==> src/rtl/seg_scan_ctrl.sv <==
// rtl/seg_scan_ctrl.sv - four-digit seven-segment scan controller with frame-aligned load handshake
module seg_scan_ctrl #(
  parameter int CLK_DIV = 100000,
  parameter int GUARD   = 16
) (
  input  logic        clk,
  input  logic        rst_n,
  input  logic [15:0] data_in,
  input  logic [3:0]  dp_in,
  input  logic        load,
  input  logic        blank_lz,
  output logic        load_ack,
  output logic [3:0]  nibble_out,
  output logic [3:0]  an,
  output logic        dp_n,
  output logic        frame_tick
);

  localparam int CW = (CLK_DIV > 1) ? $clog2(CLK_DIV) : 1;
  localparam logic [CW-1:0] G_LAST = CW'(GUARD - 1);
  localparam logic [CW-1:0] D_LAST = CW'(CLK_DIV - 1);

  typedef enum logic {S_GUARD, S_ON} state_t;

  state_t        state, state_nx;
  logic [CW-1:0] cnt, cnt_nx;
  logic [1:0]    digit, digit_nx;
  logic [15:0]   pend_data, pend_data_nx, shad_data, shad_data_nx;
  logic [3:0]    pend_dp, pend_dp_nx, shad_dp, shad_dp_nx;
  logic          pend_vld, pend_vld_nx;
  logic          boundary, ack_nx, blk;
  logic [3:0]    an_nx, nibble_nx;
  logic          dp_nx;

  always_comb begin
    state_nx = state;
    digit_nx = digit;
    cnt_nx   = cnt + CW'(1);
    if (state == S_GUARD) begin
      if (cnt == G_LAST) state_nx = S_ON;
    end else if (cnt == D_LAST) begin
      state_nx = S_GUARD;
      cnt_nx   = '0;
      digit_nx = digit + 2'd1;
    end

    boundary     = (digit == 2'd0) && (state == S_GUARD) && (cnt == '0);
    shad_data_nx = shad_data;
    shad_dp_nx   = shad_dp;
    pend_data_nx = pend_data;
    pend_dp_nx   = pend_dp;
    pend_vld_nx  = pend_vld;
    ack_nx       = 1'b0;
    // A load landing on the boundary itself bypasses the pending stage.
    if (boundary && load) begin
      shad_data_nx = data_in;
      shad_dp_nx   = dp_in;
      pend_data_nx = data_in;
      pend_dp_nx   = dp_in;
      pend_vld_nx  = 1'b0;
      ack_nx       = 1'b1;
    end else if (boundary && pend_vld) begin
      shad_data_nx = pend_data;
      shad_dp_nx   = pend_dp;
      pend_vld_nx  = 1'b0;
      ack_nx       = 1'b1;
    end else if (load) begin
      pend_data_nx = data_in;
      pend_dp_nx   = dp_in;
      pend_vld_nx  = 1'b1;
    end

    case (digit_nx)
      2'd1:    blk = blank_lz && (shad_data_nx[15:4] == 12'd0);
      2'd2:    blk = blank_lz && (shad_data_nx[15:8] == 8'd0);
      2'd3:    blk = blank_lz && (shad_data_nx[15:12] == 4'd0);
      default: blk = 1'b0;
    endcase

    nibble_nx = shad_data_nx[{digit_nx, 2'b00} +: 4];
    an_nx     = 4'b1111;
    dp_nx     = 1'b1;
    if (state_nx == S_ON && !blk) begin
      an_nx[digit_nx] = 1'b0;
      dp_nx           = ~shad_dp_nx[digit_nx];
    end
  end

  always_ff @(posedge clk or negedge rst_n) begin
    if (!rst_n) begin
      state      <= S_GUARD;
      cnt        <= '0;
      digit      <= 2'd0;
      pend_data  <= 16'd0;
      pend_dp    <= 4'd0;
      pend_vld   <= 1'b0;
      shad_data  <= 16'd0;
      shad_dp    <= 4'd0;
      an         <= 4'b1111;
      dp_n       <= 1'b1;
      nibble_out <= 4'd0;
      load_ack   <= 1'b0;
      frame_tick <= 1'b0;
    end else begin
      state      <= state_nx;
      cnt        <= cnt_nx;
      digit      <= digit_nx;
      pend_data  <= pend_data_nx;
      pend_dp    <= pend_dp_nx;
      pend_vld   <= pend_vld_nx;
      shad_data  <= shad_data_nx;
      shad_dp    <= shad_dp_nx;
      an         <= an_nx;
      dp_n       <= dp_nx;
      nibble_out <= nibble_nx;
      load_ack   <= ack_nx;
      frame_tick <= boundary;
    end
  end

endmodule

==> config.mk <==
export PLATFORM = sky130hd
export DESIGN_NAME = seg_scan_ctrl
export DESIGN_NICKNAME = d
export VERILOG_FILES = /design/src/rtl/seg_scan_ctrl.sv
export SDC_FILE = /design/constraint.sdc
export NUM_CORES = 1
export LEC_CHECK = 0
export ABC_AREA = 1
export CELL_PAD_IN_SITES_DETAIL_PLACEMENT = 0
export CELL_PAD_IN_SITES_GLOBAL_PLACEMENT = 2
export CORE_MARGIN = 4
export CORE_UTILIZATION = 36
export CTS_BUF_LIST = sky130_fd_sc_hd__clkbuf_4
export CTS_CLUSTER_SIZE = 14
export DETAILED_ROUTE_END_ITERATION = 10
export PLACE_DENSITY = 0.88
export SLEW_MARGIN = 10
export SYNTH_ARGS = -nofsm -noshare
export SYNTH_HDL_FRONTEND = slang
export SYNTH_SLANG_ARGS = --single-unit
==> constraint.sdc <==
create_clock -name clk -period 2.2 [get_ports clk]
set_input_delay 0.44 -clock clk [delete_from_list [all_inputs] [get_ports clk]]
set_output_delay 0.44 -clock clk [all_outputs]
set_load 0.02 [all_outputs]
Word level (Yosys, flattened, before mapping)
Cells that the tools add are included.
{"block": "totals", "register_bits": 72, "inputBits": 24, "output_inout_bits": 11, "elab_cells": 74}
{"block": "classes", "n_addsub": 2, "order_cmp": 2, "eq_ne": 6, "shift": 1, "mux": 29, "bitwise_logic": 3, "n_reduce_logical": 18}
{"cell": "16-bit two-way mux", "n": 5}
{"cell": "17-bit two-way mux", "n": 2}
{"cell": "4-bit two-way mux", "n": 6}
{"cell": "17-bit by 1-bit adder with 17-bit output, second input constant", "n": 1}
{"cell": "17-bit == test, second input constant", "n": 1}
{"cell": "17-bit by 4-bit == test with 1-bit output, second input constant", "n": 1}
{"cell": "17-bit zero test", "n": 1}
{"cell": "16-bit by 5-bit indexed part select with 4-bit output", "n": 1}
{"cell": "12-bit zero test", "n": 1}
{"cell": "1-bit two-way mux", "n": 11}
{"cell": "1-bit logical AND", "n": 9}
{"cell": "8-bit zero test", "n": 1}
{"cell": "2-bit == test, second input constant", "n": 2}
{"cell": "4-bit zero test", "n": 1}
{"cell": "2-bit two-way mux", "n": 2}
{"cell": "4-bit NOT", "n": 1}
{"cell": "2-bit by 3-bit < comparator with 1-bit output, second input constant", "n": 1}
{"cell": "1-bit case mux with 3 select lines", "n": 1}
{"cell": "3-bit nonzero test", "n": 1}
{"cell": "2-bit by 1-bit adder with 2-bit output, second input constant", "n": 1}
{"cell": "1-bit binary-select mux with 2-bit select", "n": 1}
{"cell": "1-bit demux with 2-bit select", "n": 1}
{"cell": "2-bit by 1-bit == test with 1-bit output, second input constant", "n": 1}
{"cell": "2-bit by 1-bit greater-or-equal comparator with 1-bit output, second input constant", "n": 1}
{"cell": "6 further kinds", "n": 7}

Depth between registers and ports, before layout
{"block": "depth", "ltp_word": 12, "mapped_depth": 14, "mapped_depth_nobuf": 13}

Worst setup path before layout
OpenSTA, ideal clock, no wires.
{"block": "synth_path", "path_kind": "register -> register", "from": "register cnt[0]", "to": "register cnt[16]", "setup_time_ns": 0.119, "arrival_ns": 1.629, "required_ns": 2.081, "path_slack_ns": 0.452, "path_stages_with_launch": 14, "path_buffers": 0, "period_less_slack_ns": 1.748, "path_cell_list": "dfrtp_1 ha_1 nand2_2 nor2_4 inv_2 nor2_2 nand2_1 nor2_2 inv_2 nor2_2 nand2_1 nor3_2 a21oi_1 o21a_1"}
{"block": "synth_via", "elab_chain_cells": 3, "elab_cells_between_ends": 4, "classes_between": "1 x add/sub; 1 x eq/ne; 2 x mux"}
{"element": "start: declaration", "line_no": "26", "source": "logic [CW-1:0] cnt, cnt_nx;"}
{"element": "start signal: assignment", "line_no": "106", "source": "cnt <= cnt_nx;"}
{"element": "17-bit by 1-bit adder with 17-bit output / 17-bit == test (equally long branches)", "line_no": "38, 41"}
{"element": "17-bit two-way mux", "line_no": "41", "source": "end else if (cnt == D_LAST) begin"}
{"element": "17-bit two-way mux (*)", "line_no": "39", "source": "if (state == S_GUARD) begin"}
{"element": "via cnt_nx[16]", "line_no": "26"}
The timed path passes the listed nets; every way through them passes the cells marked *.
A chain may end at the register's enable or synchronous reset.

Worst setup path in the final report
{"block": "layout_path", "from": "register cnt[0]", "to": "register an[3]"}
{"block": "layout_via", "elab_chain_cells": 11, "elab_cells_between_ends": 32, "classes_between": "2 x order compare; 5 x eq/ne; 11 x mux; 1 x bitwise; 13 x reduce/logical"}
{"element": "17-bit zero test (*)", "line_no": "47", "source": "boundary = (digit == 2'd0) && (state == S_GUARD) && (cnt == '0);"}
{"element": "1-bit logical AND (*)", "line_no": "47"}
{"element": "1-bit logical AND", "line_no": "62", "source": "end else if (boundary && pend_vld) begin"}
{"element": "16-bit two-way mux", "line_no": "62"}
{"element": "16-bit two-way mux (*)", "line_no": "55", "source": "if (boundary && load) begin"}
{"element": "via shad_data_nx[11]", "line_no": "28", "source": "logic [15:0] pend_data, pend_data_nx, shad_data, shad_data_nx;"}
{"element": "12-bit zero test / 8-bit zero test (equally long branches)", "line_no": "74, 75"}
{"element": "1-bit logical AND (on tied branches)", "line_no": "74, 75"}
{"element": "1-bit case mux with 3 select lines (*)", "line_no": "73", "source": "case (digit_nx)"}
{"element": "1-bit zero test (*)", "line_no": "83", "source": "if (state_nx == S_ON && !blk) begin"}
{"element": "1-bit logical AND (*)", "line_no": "83"}
{"element": "4-bit two-way mux (*)", "line_no": "83"}
{"element": "via an_nx[3]", "line_no": "32", "source": "logic [3:0] an_nx, nibble_nx;"}
{"element": "end signal: assignment", "line_no": "113", "source": "an <= an_nx;"}
{"element": "end: declaration", "line_no": "14", "source": "output logic [3:0] an,"}
Marks and branches as above.

==> impl_metrics.tcl <==
set metrics [dict create \
    port_buffers 34 \
    finalHoldViolations 0 \
    cp_cell_sequence "buf_6 > inv_1 > ha_2 > nand2_2 > nor2_4 > inv_2 > nor2_4 > buf_6 > nand3_4 > nand3_4 > nor2_2 > nand2_1 > nand2_2 > nand3_4 > nand3_1" \
    worst-path-buf-inv 4 \
    grt_overflow 0 \
    r2r_end "an[3]$_DFF_PN1_" \
    hold_buffers 0 \
    grt_pass1_vias 2827 \
    clock-root-buffer "clkbuf_4" \
    nets 500 \
    drtIter0Drc 71 \
    cp_top_family "simple AND/OR/NAND/NOR gates" \
    slowest_delay_ns 0.44 \
    end_kind "flip-flop" \
    yosysSeqAreaShare_pct 52.0 \
    ir_worst_vdd_mv 0.351 \
    grt_max_degree 31 \
    grt_most_used_layer "met2" \
    track_usage_pct 15.6 \
    slowest_stage "dfrtp_1" \
    fp.dieH_um 106 \
    period_needed_ns 2.07 \
    drc 0 \
    synth_cells 410 \
    dieArea_um2 11300 \
    cts_buffers 9 \
    yosys_warnings 0 \
    power.density_nw_per_um2 567 \
    clock_skew_ns 0.0191 \
    wl_per_cell_um 13.6 \
    insertion_delay_ns 0.41 \
    cts.reportedPaths.clkPinSlew_ns 0.12 \
    setup_viol 0 \
    crit_fanout 5 \
    ctsLongestPathBuffers 2 \
    antenna_cells 0 \
    grt_pass1_wl_um 13900 \
    vias 2796 \
    preCtsSetupSlack_ns -0.0845 \
    timing.hold.ws_ns 0.0208 \
    cp.arrival_ns 2.38 \
    start_util_pct 37.3 \
    relSlewSlack_pct 58.0 \
    cp.required_ns 2.51 \
    drive_gt1_share_pct 24.1 \
    cap_violations 0 \
    setup_slack_ns 0.130 \
    clock_sinks 72 \
    synth.avg_cell_area_um2 8.47 \
    dieWidth_um 106 \
    ff2ff_setup_slack_ns 0.13 \
    crit_type "reg -> reg" \
    r2r-start "cnt[0]$_DFF_PN0_" \
    coreArea_um2 9330 \
    antenna_found_initial 0 \
    syn_to_final_growth_pct 27.4 \
    met3_usage_pct 4.07 \
    final_common_cell "nand2_1" \
    syn_nets 437 \
    worst_pin_slew_ns 0.629 \
    grtUsageMet2_pct 27.1 \
    finalInstanceArea_um2 4430 \
    tritoncts "yes" \
    via_per_inst 4.61 \
    final_antenna_net_count 0 \
    htreeDepth 3 \
    clock.fmax_mhz 483 \
    worst-r2r-cell-count 15 \
    status "complete, no violations" \
    p_leak_nw 2.11 \
    dp.final_hpwl_um 6100 \
    gp_congestion 0.781 \
    start_kind "flip-flop" \
    ios 35 \
    first_pass_iters 5 \
    layout_common_cells "130 x nand2_1, 67 x dfrtp_1, 38 x inv_1" \
    rows 35 \
    critical_path.most_common_cell "nand3_4" \
    period_share_pct 94.1 \
    synth_area_um2 3470 \
    maxSlewViolCount 0 \
    drt_wl_total_um 8260 \
    min_path_type "in -> async" \
    ys_types 31 \
    placed_cell_area_um2 4080 \
    rsz0062_at_grt "true" \
    grt_util_met1_pct 19.5 \
    ys_ff_latch 72 \
]
## where the power goes
part	leakage (nW)	switching [mW]	total, mW	internal [mW]
Sequential	0.895	0.0269	1.41	1.39
Clock	0.0770	0.489	0.854	0.365
Combinational	1.13	0.132	0.243	0.111
## area by class of cell
cell class / instances / area [um2]
clock inverter: 6 / 68.8
timing repair buffer: 63 / 597
multi-input combinational: 281 / 1540
clock buffer: 10 / 75.1
fill: 930 / 4900
sequential: 72 / 1810
tap: 129 / 161
inverter: 46 / 173
## worst max path at each step
| stage | from | endpoint | slack (ns) | cells past startpoint |
|---|---|---|---|---|
| after floorplan | cnt[0]$_DFF_PN0_ | cnt[16]$_DFF_PN0_ | 0.45 | 13 |
| after global placement | load | dp_n$_DFF_PN1_ | -0.10 | 10 |
| after detailed placement | load | dp_n$_DFF_PN1_ | -0.08 | 10 |
| after CTS | cnt[9]$_DFF_PN0_ | dp_n$_DFF_PN1_ | 0.08 | 11 |
| after global routing | cnt[0]$_DFF_PN0_ | dp_n$_DFF_PN1_ | -0.06 | 15 |
| final | cnt[0]$_DFF_PN0_ | an[3]$_DFF_PN1_ | 0.13 | 15 |
## synth_stat cells
library cell | instances | area, um2
nor2_2 | 10 | 62.6
nand2_2 | 7 | 43.8
xnor2_1 | 1 | 8.76
buf_6 | 3 | 33.8
o21a_1 | 1 | 7.51
a211o_1 | 1 | 8.76
buf_2 | 2 | 10.0
nand2_4 | 1 | 11.3
nor3_1 | 4 | 20.0
a211oi_1 | 2 | 15.0
a21oi_1 | 4 | 20.0
buf_4 | 1 | 7.51
inv_2 | 8 | 30.0
o21ai_0 | 8 | 40.0
inv_1 | 38 | 143
xor2_1 | 2 | 17.5
nor2_1 | 31 | 116
clkbuf_1 | 5 | 18.8
dfstp_2 | 5 | 131
ha_1 | 3 | 37.5
nand2_1 | 135 | 507
nor2_4 | 4 | 45.0
a31oi_1 | 2 | 12.5
nor3_2 | 2 | 20.0
nand4_1 | 4 | 25.0
nand4_2 | 2 | 25.0
a22oi_1 | 6 | 45.0
dfrtp_1 | 67 | 1680
nand3_2 | 13 | 130
o211ai_1 | 6 | 45.0
nand3_1 | 32 | 160
## metal layers
layer	up-vias	part of all wire, %
met3	4	2.7
met5	-	0
met2	35	51
li1	1434	-
met4	0	0.65
met1	1323	45
## state kept, by name, summed over array words and instances, names as in the netlist
name        count
an              4
cnt            17
digit           2
dp_n            1
frame_tick      1
load_ack        1
nibble_out      4
pend_data      16
pend_dp         4
pend_vld        1
shad_data      16
shad_dp         4
state           1
## what timing repair did
action | CTS | global route
setup endpoints to repair | 0 | 7
buffers inserted | 0 | 6
gates resized for setup | 0 | 32
## cell families after synthesis
family / share of synthesized area (%)
AOI/OAI and AO/OA: 5.58
xor gates and xnor gates: 0.756
buffers and inverters: 6.99
and+or+nand+nor: 33.6
adders and majority gates: 1.08
DFF: 52.0
## stage by stage
stage | total power [mW] | TNS [ns] | utilization, % | instances
floorplan | 1.53 | 0 | - | 410
global placement | 1.67 | -0.378 | 43.8 | 583
detailed placement | 1.67 | -0.144 | 43.8 | 583
CTS | 2.54 | 0 | 45.3 | 599
global route | 2.66 | -0.275 | 47.4 | 607
finish | 2.51 | 0 | 47.4 | 607
(Power assumes the default switching activity.)
